[config.mk]
export PLATFORM = sky130hd
export DESIGN_NAME = alu_sequencer
export DESIGN_NICKNAME = d
export VERILOG_FILES = /design/src/rtl/alu_sequencer.sv
export SDC_FILE = /design/constraint.sdc
export NUM_CORES = 1
export LEC_CHECK = 0
export BUFFER_PORTS_ARGS = -buffer_cell sky130_fd_sc_hd__buf_2
export CORE_ASPECT_RATIO = 1.75
export CORE_MARGIN = 2
export CORE_UTILIZATION = 52
export CTS_BUF_LIST = sky130_fd_sc_hd__clkbuf_4 sky130_fd_sc_hd__clkbuf_8
export CTS_CLUSTER_DIAMETER = 80
export DETAILED_ROUTE_END_ITERATION = 10
export HOLD_SLACK_MARGIN = 0.03
export PLACE_DENSITY = 0.82
export RECOVER_POWER = 100
export SLEW_MARGIN = 25
export SYNTH_ARGS = -nofsm -noshare
export SYNTH_HDL_FRONTEND = slang
export SYNTH_SLANG_ARGS = --single-unit
export TNS_END_PERCENT = 100
[constraint.sdc]
create_clock -name clk -period 2.1 [get_ports clk]
set_input_delay 0.21 -clock clk [delete_from_list [all_inputs] [get_ports clk]]
set_output_delay 0.21 -clock clk [all_outputs]
set_load 0.005 [all_outputs]
[src/rtl/alu_sequencer.sv]
// Issue controller between decode and a combinational ALU: decodes RV32I reg/imm ALU ops,
// runs shifts serially one bit per cycle, and returns a registered result with flags.
module alu_sequencer (
    input  logic        clk,
    input  logic        rst,
    input  logic        req_valid,
    output logic        req_ready,
    input  logic [2:0]  req_funct3,
    input  logic        req_alt,
    input  logic [31:0] req_a,
    input  logic [31:0] req_b,
    output logic [31:0] alu_a,
    output logic [31:0] alu_b,
    output logic [3:0]  alu_op,
    input  logic [31:0] alu_result,
    input  logic [4:0]  alu_status,
    output logic        rsp_valid,
    input  logic        rsp_ready,
    output logic [31:0] rsp_data,
    output logic [4:0]  rsp_flags,
    output logic        busy
);

    localparam logic [3:0] OpAdd = 4'b0000;
    localparam logic [3:0] OpSub = 4'b1000;
    localparam logic [3:0] OpAnd = 4'b0111;
    localparam logic [3:0] OpOr  = 4'b0110;
    localparam logic [3:0] OpXor = 4'b0100;

    typedef enum logic [1:0] {StIdle, StExec, StShift, StDone} state_e;

    state_e      state_q, state_d;
    logic        req_ready_q;
    logic [31:0] alu_a_q, alu_b_q;
    logic [3:0]  alu_op_q;
    logic [2:0]  funct3_q;
    logic        alt_q;
    logic [31:0] shift_q, shift_next;
    logic [4:0]  cnt_q;
    logic [31:0] rsp_data_q;
    logic [4:0]  rsp_flags_q;

    logic        accept;
    logic        req_is_shift;
    logic [3:0]  dec_op;
    logic        slt_bit;
    logic [31:0] exec_data;

    assign req_is_shift = (req_funct3[1:0] == 2'b01);

    always_comb begin
        dec_op = OpAdd;
        case (req_funct3)
            3'b000:         if (req_alt) dec_op = OpSub;
            3'b010, 3'b011: dec_op = OpSub;
            3'b100:         dec_op = OpXor;
            3'b110:         dec_op = OpOr;
            3'b111:         dec_op = OpAnd;
            default:        dec_op = OpAdd;
        endcase
    end

    // Operand signs differ: the answer is fixed by the signs alone, no SUB needed.
    always_comb begin
        slt_bit = alu_result[31];
        if (alu_a_q[31] != alu_b_q[31]) slt_bit = funct3_q[0] ? alu_b_q[31] : alu_a_q[31];
        exec_data = alu_result;
        if (funct3_q == 3'b010 || funct3_q == 3'b011) exec_data = {31'b0, slt_bit};
    end

    always_comb begin
        shift_next = {shift_q[30:0], 1'b0};
        if (funct3_q == 3'b101) shift_next = {alt_q & shift_q[31], shift_q[31:1]};
    end

    always_comb begin
        state_d = state_q;
        accept  = 1'b0;
        case (state_q)
            StIdle: begin
                if (req_valid && req_ready_q) begin
                    accept  = 1'b1;
                    state_d = req_is_shift ? StShift : StExec;
                end
            end
            StExec:  state_d = StDone;
            StShift: if (cnt_q == 5'd0) state_d = StDone;
            StDone:  if (rsp_ready) state_d = StIdle;
            default: state_d = StIdle;
        endcase
    end

    always_ff @(posedge clk) begin
        if (rst) state_q <= StIdle;
        else     state_q <= state_d;
    end

    always_ff @(posedge clk) begin
        if (rst) begin
            req_ready_q <= 1'b0;
            alu_a_q     <= '0;
            alu_b_q     <= '0;
            alu_op_q    <= OpAdd;
            funct3_q    <= '0;
            alt_q       <= 1'b0;
            shift_q     <= '0;
            cnt_q       <= '0;
            rsp_data_q  <= '0;
            rsp_flags_q <= '0;
        end else begin
            req_ready_q <= (state_d == StIdle);
            // The decoded op is only presented during the single EXEC cycle.
            alu_op_q    <= accept ? dec_op : OpAdd;
            if (accept) begin
                alu_a_q  <= req_a;
                alu_b_q  <= req_b;
                funct3_q <= req_funct3;
                alt_q    <= req_alt;
                shift_q  <= req_a;
                cnt_q    <= req_b[4:0];
            end
            if (state_q == StExec) begin
                rsp_data_q  <= exec_data;
                rsp_flags_q <= alu_status;
            end
            if (state_q == StShift) begin
                if (cnt_q != 5'd0) begin
                    shift_q <= shift_next;
                    cnt_q   <= cnt_q - 5'd1;
                end else begin
                    rsp_data_q  <= shift_q;
                    rsp_flags_q <= {1'b0, shift_q[31], ~|shift_q, ^shift_q, 1'b0};
                end
            end
        end
    end

    assign req_ready = req_ready_q;
    assign alu_a     = alu_a_q;
    assign alu_b     = alu_b_q;
    assign alu_op    = alu_op_q;
    assign rsp_valid = (state_q == StDone);
    assign rsp_data  = rsp_data_q;
    assign rsp_flags = rsp_flags_q;
    assign busy      = (state_q != StIdle);

endmodule

==> results of run 1 <==
[Yosys cell counts (4+ instances only)]
library cell	instances	area share, %
sky130_fd_sc_hd__o21ai_0	5	0.38
sky130_fd_sc_hd__nand2_1	180	10
sky130_fd_sc_hd__buf_6	10	1.7
sky130_fd_sc_hd__nor3_1	4	0.30
sky130_fd_sc_hd__a211oi_1	33	3.8
sky130_fd_sc_hd__buf_2	20	1.5
sky130_fd_sc_hd__a221oi_1	31	4.1
sky130_fd_sc_hd__a31oi_1	5	0.48
sky130_fd_sc_hd__xnor2_1	13	1.7
sky130_fd_sc_hd__a21oi_1	72	5.5
sky130_fd_sc_hd__clkbuf_1	31	1.8
sky130_fd_sc_hd__dfxtp_1	149	45
sky130_fd_sc_hd__a311oi_1	32	4.3
sky130_fd_sc_hd__nor2_1	45	2.6
sky130_fd_sc_hd__a211oi_2	30	5.7
sky130_fd_sc_hd__nor2b_1	4	0.38
sky130_fd_sc_hd__inv_1	40	2.3
sky130_fd_sc_hd__ha_1	17	3.2
[worst paths after layout]
kind	startpoint	endpoint	slack, ns
worst max-delay path	cnt_q[0]$_SDFF_PP0_	rsp_data[30]$_SDFF_PP0_	0.11
worst min-delay path	req_a[29]	alu_a[29]$_SDFFE_PP0N_	0.05
worst max register to register	cnt_q[0]$_SDFF_PP0_	rsp_data[30]$_SDFF_PP0_	0.11
worst min register to register	alu_a[20]$_SDFFE_PP0N_	alu_a[20]$_SDFFE_PP0N_	0.46
[registers in the layout, summed over array words and instances, names as in the netlist, 2 cells and up]
| register | flops |
|---|---|
| rsp_data | 32 |
| cnt_q | 5 |
| funct3_q | 3 |
| alu_b | 32 |
| state_q | 2 |
| alu_op | 4 |
| shift_q | 32 |
| rsp_flags | 5 |
| alu_a | 32 |
[worst register-to-register path: stages, from the launching register on]
cell and delay [ns]:
sky130_fd_sc_hd__dfxtp_1 0.34, sky130_fd_sc_hd__inv_1 0.07, sky130_fd_sc_hd__ha_1 0.19, sky130_fd_sc_hd__or4b_4 0.53
sky130_fd_sc_hd__nor2_8 0.25, sky130_fd_sc_hd__buf_4 0.24, sky130_fd_sc_hd__a221oi_1 0.09, sky130_fd_sc_hd__a211oi_2 0.20
[layer usage]
layer,vias to the layer above,track usage (%)
met5,-,0
li1,3163,-
met1,3043,32.18
met4,0,13.86
met2,258,48.97
met3,50,7.397
[final cells by class]
class | count | area [um^2] | share of cell area, %
Clock buffer | 19 | 255.2 | 2.956
Multi-Input combinational cell | 508 | 3122 | 36.15
Clock inverter | 13 | 171.4 | 1.985
Tap cell | 168 | 210.2 | 2.434
Sequential cell | 149 | 2983 | 34.54
Inverter | 40 | 150.1 | 1.739
Timing Repair Buffer | 284 | 1744 | 20.20
[cell families after synthesis]
logic type	count (synthesis)
buffers and inverters	103
adders and majority gates	17
xor gates and xnor gates	15
and+or+nand+nor	256
muxes	2
DFF	149
AOI/OAI and AO/OA	218
[power by group through the flow]
stage	sequential, mW	combinational, mW	clock, mW
final	4.21	5.76	2.38
after global routing	4.31	6.35	2.54
after CTS	4.18	5.84	2.41
after detailed placement	4.24	5.74	0
after global placement	4.23	5.60	0
after floorplan	4.19	4.10	0
[timing repair]
action                     in CTS  in global routing
setup endpoints to repair       0                  2
resized for setup               0                  0
hold endpoints to repair       50                  0
buffers inserted                0                  0
hold buffers                   47                  0
==> run summary, run 1 <==
The flow ran to the end, and the final reports show no timing, DRC or antenna violations. For this run, the slowest stage of the critical path takes 0.53 ns. The half-perimeter wire length of the detailed placement result came out at 12850 um. Measured against its own limit, the worst slew margin works out to 58.83%. The uppermost layer routed is met4. Timing would allow up to 503.0 MHz. In the final layout, the share of cells above drive strength 1 is 22.51%.

Compared with the post-synthesis result, the final layout area differs by 31.24%. For the final-report hold violation count, the log shows 0. Category of cells accounting for the largest share of critical-path delay: simple AND/OR/NAND/NOR gates.

Leaving out filler cells and counting taps, the final layout contains 1181. The final-report max-slew violation count is 0, and the arrival time reported for the critical path endpoint is 2.36 ns. In the final design database the tool counted 1126 nets.

The routed design has 19400 um of wire. The initial utilization of the core area, before any placement, comes to 52.93%. The cell count along the critical path came out at 7. 217 I/O pins were placed. The final instance area is 8636 um^2, and the die boundary width is 89.04 um. The critical path buffer and inverter count is 2, and the netlist area before placement is 6580 um^2. In the layout the commonest cells are sky130_fd_sc_hd__nand2_1 (180), sky130_fd_sc_hd__dfxtp_1 (149), sky130_fd_sc_hd__buf_2 (139).

Capturing element type of the critical path: a flop. The clock arrives with 0.01307 ns of skew. For this design, the sink count on the clock tree is 149. The highest ir drop seen on vdd is 992.1 uV, and the clock transition at the register clock pins on the worst setup and hold paths after CTS is 0.09 ns.

The layout has 1033 filler cells. The maximum root-to-sink buffer count was 2; the overall die height was 152.8 um. The mean post-synth cell area was 8.658 um^2; the detailed-router iteration count before antenna repair was 5. The net switching power figure is 4.884 mW, and the depth of the most critical reg-to-reg path is 7. The congestion estimate from routability-driven global placement came to 0.8471. The proportion of total power due to net switching works out to 39.55%. The signal on the critical path passes through inv_1 -> ha_1 -> or4b_4 -> nor2_8 -> buf_4 -> a221oi_1 -> a211oi_2. Once detail routing completed, the nets flagged for antenna violations numbered 0.

For this design the ratio of total power to cell area is 1430 nW/um^2. The first routing iteration left 432 violations. The number of setup violations in the final report was 0; the met1 wire length was 7488 um. The gate count after technology mapping came out at 760.

The logs give 45.33% for the sequential-to-total area share from yosys stat and 69.46% for the share of the core filled with cells in the final layout. Leakage power: 3.293 nW. After synthesis, the largest family of logic cells by area is compound AO/OA/AOI/OAI gates. The run gives 0 as the number of design rule violations left after detail routing.

The run gives 10140 um as the routed length on met2. The internal power of the cells totals 7.465 mW. The class of the worst hold path was primary input to flop. At the worst endpoint, the required time is 2.47 ns. The synthesized netlist devotes 1.997% of its cell area to XOR and XNOR gates. The ratio of final minimum period to clock period is 94.67%, and the total number of vias is 6514.

The largest individual stage delay along the critical path comes from the cell sky130_fd_sc_hd__or4b_4. Before CTS, the worst setup slack after placement is 0.1325 ns. Of all flip-flops after synthesis, the portion carrying an async set or reset was 0%. The via count of the first global-routing pass is 6523, and the wire length per cell is 16.43 um.

The standard cell area after detailed placement came out at 7826 um^2. The clock network accounts for 19.3% of the total power. The count of max-cap constraint violations came out at 0. The number of clock buffers added by TritonCTS is 17.

The post-synthesis mux area share was 0.3042%; the overflow left after global routing was 0. The run gives 886 as the net count of the mapped netlist. The clock period could shrink to 1.988 ns.

Instance count along the most critical hold path: 3. The final hold slack is 0.04729 ns, and the cell total after placement is 1101. The number of flops mapped to enable cells by yosys works out to 0. Setup repair after global routing left no endpoint under its margin.

The CTS root buffer is sky130_fd_sc_hd__clkbuf_8. The slew at the pin closest to its max-slew limit was 0.6093 ns. 0 antenna diodes ended up in the layout.

TritonCTS built the clock tree. At the later pin of the worst-skew pair, clock insertion delay measures 0.45 ns. Detailed-routed wire length on met3: 1116 um. The initial antenna violation count was 0; the share of power burned in combinational logic was 46.7%.

The synthesized netlist devotes 3.233% of its cell area to adder and majority cells. After Yosys synthesis, and, or, nand and nor cells account for 16.28% of the synthesized area. In the post-route analysis, the smallest setup slack over all paths is 0.1119 ns.

The overall power after layout is 12.35 mW, and the number of distinct standard cells referenced by the synthesized netlist is 46. The number of flip-flops and latches in the synthesized netlist is 149, and the number of port buffers is 216. The placement row count came out at 54.

The share of total power dissipated in sequential elements is 34.1%. Leaving out fill and tap cells, the most frequent cell in the layout is sky130_fd_sc_hd__nand2_1. After detailed routing, the number of vias per cell comes to 5.516.

The pin count of the biggest net entering global routing was 72; the complex-gate fraction of the synthesized area was 25.40%. Category of the worst setup path launch point: a flop. The tools report the area of the core as 12430 um^2. The type of the worst setup path is flop to flop. The logs give 30970 um for the global-route wire length before repair and 13610 um^2 for the total die area.

The maximum fanout encountered on the critical timing path is 11. Number of warnings issued by yosys: 0. The clock tree synthesis step divided the H-tree into 4 levels. The global-route usage over all layers was 28.65%. After routing, the total negative slack on setup checks comes to 0 ns. Flip-flop cell with the highest count after synthesis: sky130_fd_sc_hd__dfxtp_1.
Note: power is estimated with default switching activity, not from simulation.
==> run 2, diff against run 1 <==
ABC_AREA = 1   (was not set)
CORE_UTILIZATION = 53   (was 52)
PLACE_DENSITY = 0.83   (was 0.82)
clock period = 1.9 ns   (was 2.1 ns; I/O delays follow)
==> run summary, run 2 <==
The tools report the sequential-to-total area share from yosys stat as 43.91% (-1.4 points). The final clock skew is 0.01426 ns (+0.001186 ns), and the clock sink total is 149 (unchanged). The top-level I/O count is 217 (unchanged), and the power per cell area is 1474 nW/um^2 (+3.1%). For the final-report max-slew violation count, the log shows 0 (unchanged). The CTS root buffer is sky130_fd_sc_hd__clkbuf_8. The run gives 0 (unchanged) as the number of warnings issued by yosys.

The wire length per cell is 14.59 um (-11%), and the share of the core filled with cells in the final layout is 70.95% (+1.5 points). The run gives 940 (+24%) as the gate count after technology mapping. The ratio of final minimum period to clock period came out at 90.27% (-4.4 points). The overall die height was 153.8 um (+0.62%). The number of clock buffers inserted by TritonCTS was 17 (unchanged); the slew at the pin closest to its max-slew limit was 0.5759 ns (-0.03343 ns). The tools report the final antenna-violating net count as 0 (unchanged). By startpoint and endpoint, the worst setup path is classified as flop to flop. The logs give 0.18 ns (+0.07 ns) for the reg-to-reg setup timing slack and 0.45 ns (about the same) for the insertion delay to the later sink of the worst-skew pair. The number of flip-flops and latches in the synthesized netlist works out to 149 (unchanged). Endpoint of the worst hold-timing path: rsp_data[23]$_SDFF_PP0_. Wire length after detailed routing: 20060 um (+3.4%). Worst relative slew slack: 61.61% (+2.8 points). The tools report the final weighted congestion in routability-driven placement as 0.8465 (about the same). The post-synthesis to final-layout area growth was 30.56%; the number of design rule violations left after detail routing was 0 (unchanged). The starting utilization of the core area came out at 54.34% (+1.4 points). The commonest cells after synthesis are sky130_fd_sc_hd__nand2_1 (218), sky130_fd_sc_hd__dfxtp_1 (149), sky130_fd_sc_hd__a21oi_1 (138).

The half-perimeter wire length of the detailed placement result is 12990 um (+1.1%). Setup repair after global routing left no endpoint under its margin. The overall power after layout was 13.07 mW (+5.8%); the total number of vias was 7314 (+12%). STA classifies the critical path startpoint as a flop. The logs give 1320 (+17%) for the final-stage net count and 854.0 uV (-14%) for the highest ir drop seen on vdd. Flip-flop cell with the highest count after synthesis: sky130_fd_sc_hd__dfxtp_1. The run gives 6793 um^2 (+3.2%) as the netlist area before placement. The clock transition at the register clock pins on the worst setup and hold paths after CTS was 0.08 ns (about the same); the maximum fanout encountered on the critical timing path was 36 (+25). The maximum root-to-sink buffer count was 2 (unchanged).

The run gives 32 (-30%) as the number of distinct standard cells referenced by the synthesized netlist. STA classifies the critical path endpoint as a flop. In the post-synthesis netlist, the biggest area contributors are sky130_fd_sc_hd__dfxtp_1 (44%), sky130_fd_sc_hd__nand2_1 (12%), sky130_fd_sc_hd__a21oi_1 (10%), sky130_fd_sc_hd__o21ai_0 (7.4%), sky130_fd_sc_hd__nor2_1 (4.4%). Leakage power: 3.901 nW (+18%). The tools report the area of the core as 12500 um^2 (+0.54%). The setup TNS is 0 ns (unchanged), and the share of Yosys cell area claimed by the top area cell type is 43.91% (-1.4 points). The detailed-router iteration count before antenna repair was 7 (+2).

The average via count per standard cell came out at 5.319 (-3.6%). The run gives 29.03% (+0.37 points) as the global-route usage over all layers. The H-tree depth reported by CTS is 4 (unchanged), and the number of setup violations in the final report is 0 (unchanged).

For the placement row count, the log shows 54 (unchanged). The tools report the fill cell total of the finished layout as 1064 (+3.0%). The overflow left after global routing is 0 (unchanged), and the arrival time reported for the critical path endpoint is 2.10 ns (-0.26 ns). For the final worst-path setup slack, the log shows 0.1849 ns (+0.07297 ns).

TritonCTS built the clock tree. The cell taking the most area after synthesis is sky130_fd_sc_hd__dfxtp_1. The count of max-cap constraint violations is 0 (unchanged).

The post-synthesis async set-or-reset flop share is 0% (unchanged). The run finished with clean final reports. The most frequently used cell type in the post-synthesis netlist is sky130_fd_sc_hd__nand2_1. The depth of the most critical reg-to-reg path was 7 (unchanged). The via count of the first global-routing pass came out at 7052 (+8.1%). The top cell types in the final layout, fill and taps aside, are sky130_fd_sc_hd__nand2_1 (219), sky130_fd_sc_hd__dfxtp_1 (149), sky130_fd_sc_hd__buf_2 (141). The initial antenna violation count is 0 (unchanged). The fmax is 583.0 MHz (+16%), and the total die area is 13770 um^2 (+1.2%).

The worst reg2reg path endpoint was shift_q[30]$_SDFF_PP0_. The logs give 0 (unchanged) for the final-report hold violation count and 1066 (+20%) for the net count of the mapped netlist. Number of flops mapped to enable cells by yosys: 0 (unchanged). The required time at the worst-slack endpoint was 2.28 ns (-0.19 ns). The number of diodes is 0 (unchanged), and the pin count of the biggest net entering global routing is 57 (-21%). The die boundary width came out at 89.58 um (+0.61%). The global-route wire length before repair was 31940 um (+3.1%). The ratio of cells with drive above 1 in the final layout was 17.40% (-5.1 points). The worst hold path begins at alu_result[23].

The instance count along the most critical hold path works out to 3 (unchanged). The cell total after placement was 1280 (+16%). Class of the worst hold path: primary input to flop. The pre-CTS setup slack is 0.1398 ns (+0.007356 ns). Leaving out fill and tap cells, the most frequent cell in the layout is sky130_fd_sc_hd__nand2_1. The initial DRC count is 382 (-12%), and the number of port buffers is 216 (unchanged).

The worst register-to-register path begins at cnt_q[0]$_SDFF_PP0_. Mean post-synth cell area: 7.226 um^2 (-17%). The post-layout instance count excluding filler cells came out at 1375 (+16%). The final critical delay including setup and external delays works out to 1.715 ns (-0.2730 ns).
-- run 2: cell count changes after synthesis, sizes merged, moves of 4 or more --
cell and delta:
o21ai +127, a21oi +66, a211oi -62, nand2 +39, inv +38, nor2 +38, a311oi -32, a221oi -31
a22oi +30, xnor2 -11, nand3 +7, nor2b -4
-- run 2: timing repair --
action,CTS,global route
hold buffers,63,0
buffers inserted,0,0
setup endpoints to repair,0,7
resized for setup,0,2
hold endpoints to repair,67,0
-- run 2: worst max-delay path by stage --
stage / from / to / slack [ns] / cells past startpoint
after floorplan: cnt_q[0]$_SDFF_PP0_ / rsp_data[13]$_SDFF_PP0_ / 0.44 / 9
after global placement: cnt_q[0]$_SDFF_PP0_ / shift_q[23]$_SDFF_PP0_ / 0.21 / 7
after detailed placement: cnt_q[0]$_SDFF_PP0_ / shift_q[23]$_SDFF_PP0_ / 0.14 / 7
after CTS: cnt_q[0]$_SDFF_PP0_ / shift_q[23]$_SDFF_PP0_ / 0.11 / 7
after global routing: cnt_q[0]$_SDFF_PP0_ / cnt_q[0]$_SDFF_PP0_ / 0.04 / 7
final: cnt_q[0]$_SDFF_PP0_ / shift_q[30]$_SDFF_PP0_ / 0.18 / 7
-- run 2: critical path, cell delays in order (launching register included) --
cell and delay [ns]:
sky130_fd_sc_hd__dfxtp_1 0.32, sky130_fd_sc_hd__inv_1 0.09, sky130_fd_sc_hd__ha_1 0.20, sky130_fd_sc_hd__nand4_1 0.18
sky130_fd_sc_hd__nand2_1 0.17, sky130_fd_sc_hd__buf_4 0.38, sky130_fd_sc_hd__o21ai_0 0.15, sky130_fd_sc_hd__a31oi_1 0.16
-- run 2: cells by family (layout without fill, tap and decap cells) --
family	after synthesis	count (layout)	synth area share [%]
compound gates	309	309	24.77
buf+inv	138	405	8.860
simple gates	324	324	18.94
xor+xnor	3	3	0.3869
fa+ha+maj	17	17	3.131
flops	149	149	43.91
-- run 2: layout make-up --
cell class	instances	area, um^2	area share, %
multi-input combinational	653	3204	36.13
sequential	149	2983	33.63
timing repair buffer	295	1767	19.92
inverter	78	295.3	3.330
clock buffer	20	256.5	2.892
tap	168	210.2	2.370
clock inverter	12	152.6	1.721
-- run 2: report_power, final --
part	switching (mW)	internal (mW)	total, mW
combinational	3.55	2.31	5.86
clock	1.22	1.34	2.56
sequential	0.603	4.05	4.65
-- run 2: layer usage --
| metal | vias to the layer above | global-route usage (%) | part of all wire [%] |
|---|---|---|---|
| met3 | 48 | 7.354 | 6.7 |
| met1 | 3339 | 31.26 | 38 |
| li1 | 3622 | - | - |
| met4 | 0 | 12.37 | 2.9 |
| met2 | 305 | 51.65 | 53 |
| met5 | - | 0 | 0 |
-- run 2: stage by stage --
step / instance area [um^2] / hold WS (ns)
2_1_floorplan: 6793 / 0.2680
3_3_place_gp: 7938 / 0.4020
4_1_cts: 8977 / 0.03037
3_5_place_dp: 7938 / 0.4101
6_report: 8869 / 0.04303
5_1_grt: 8869 / 0.03915
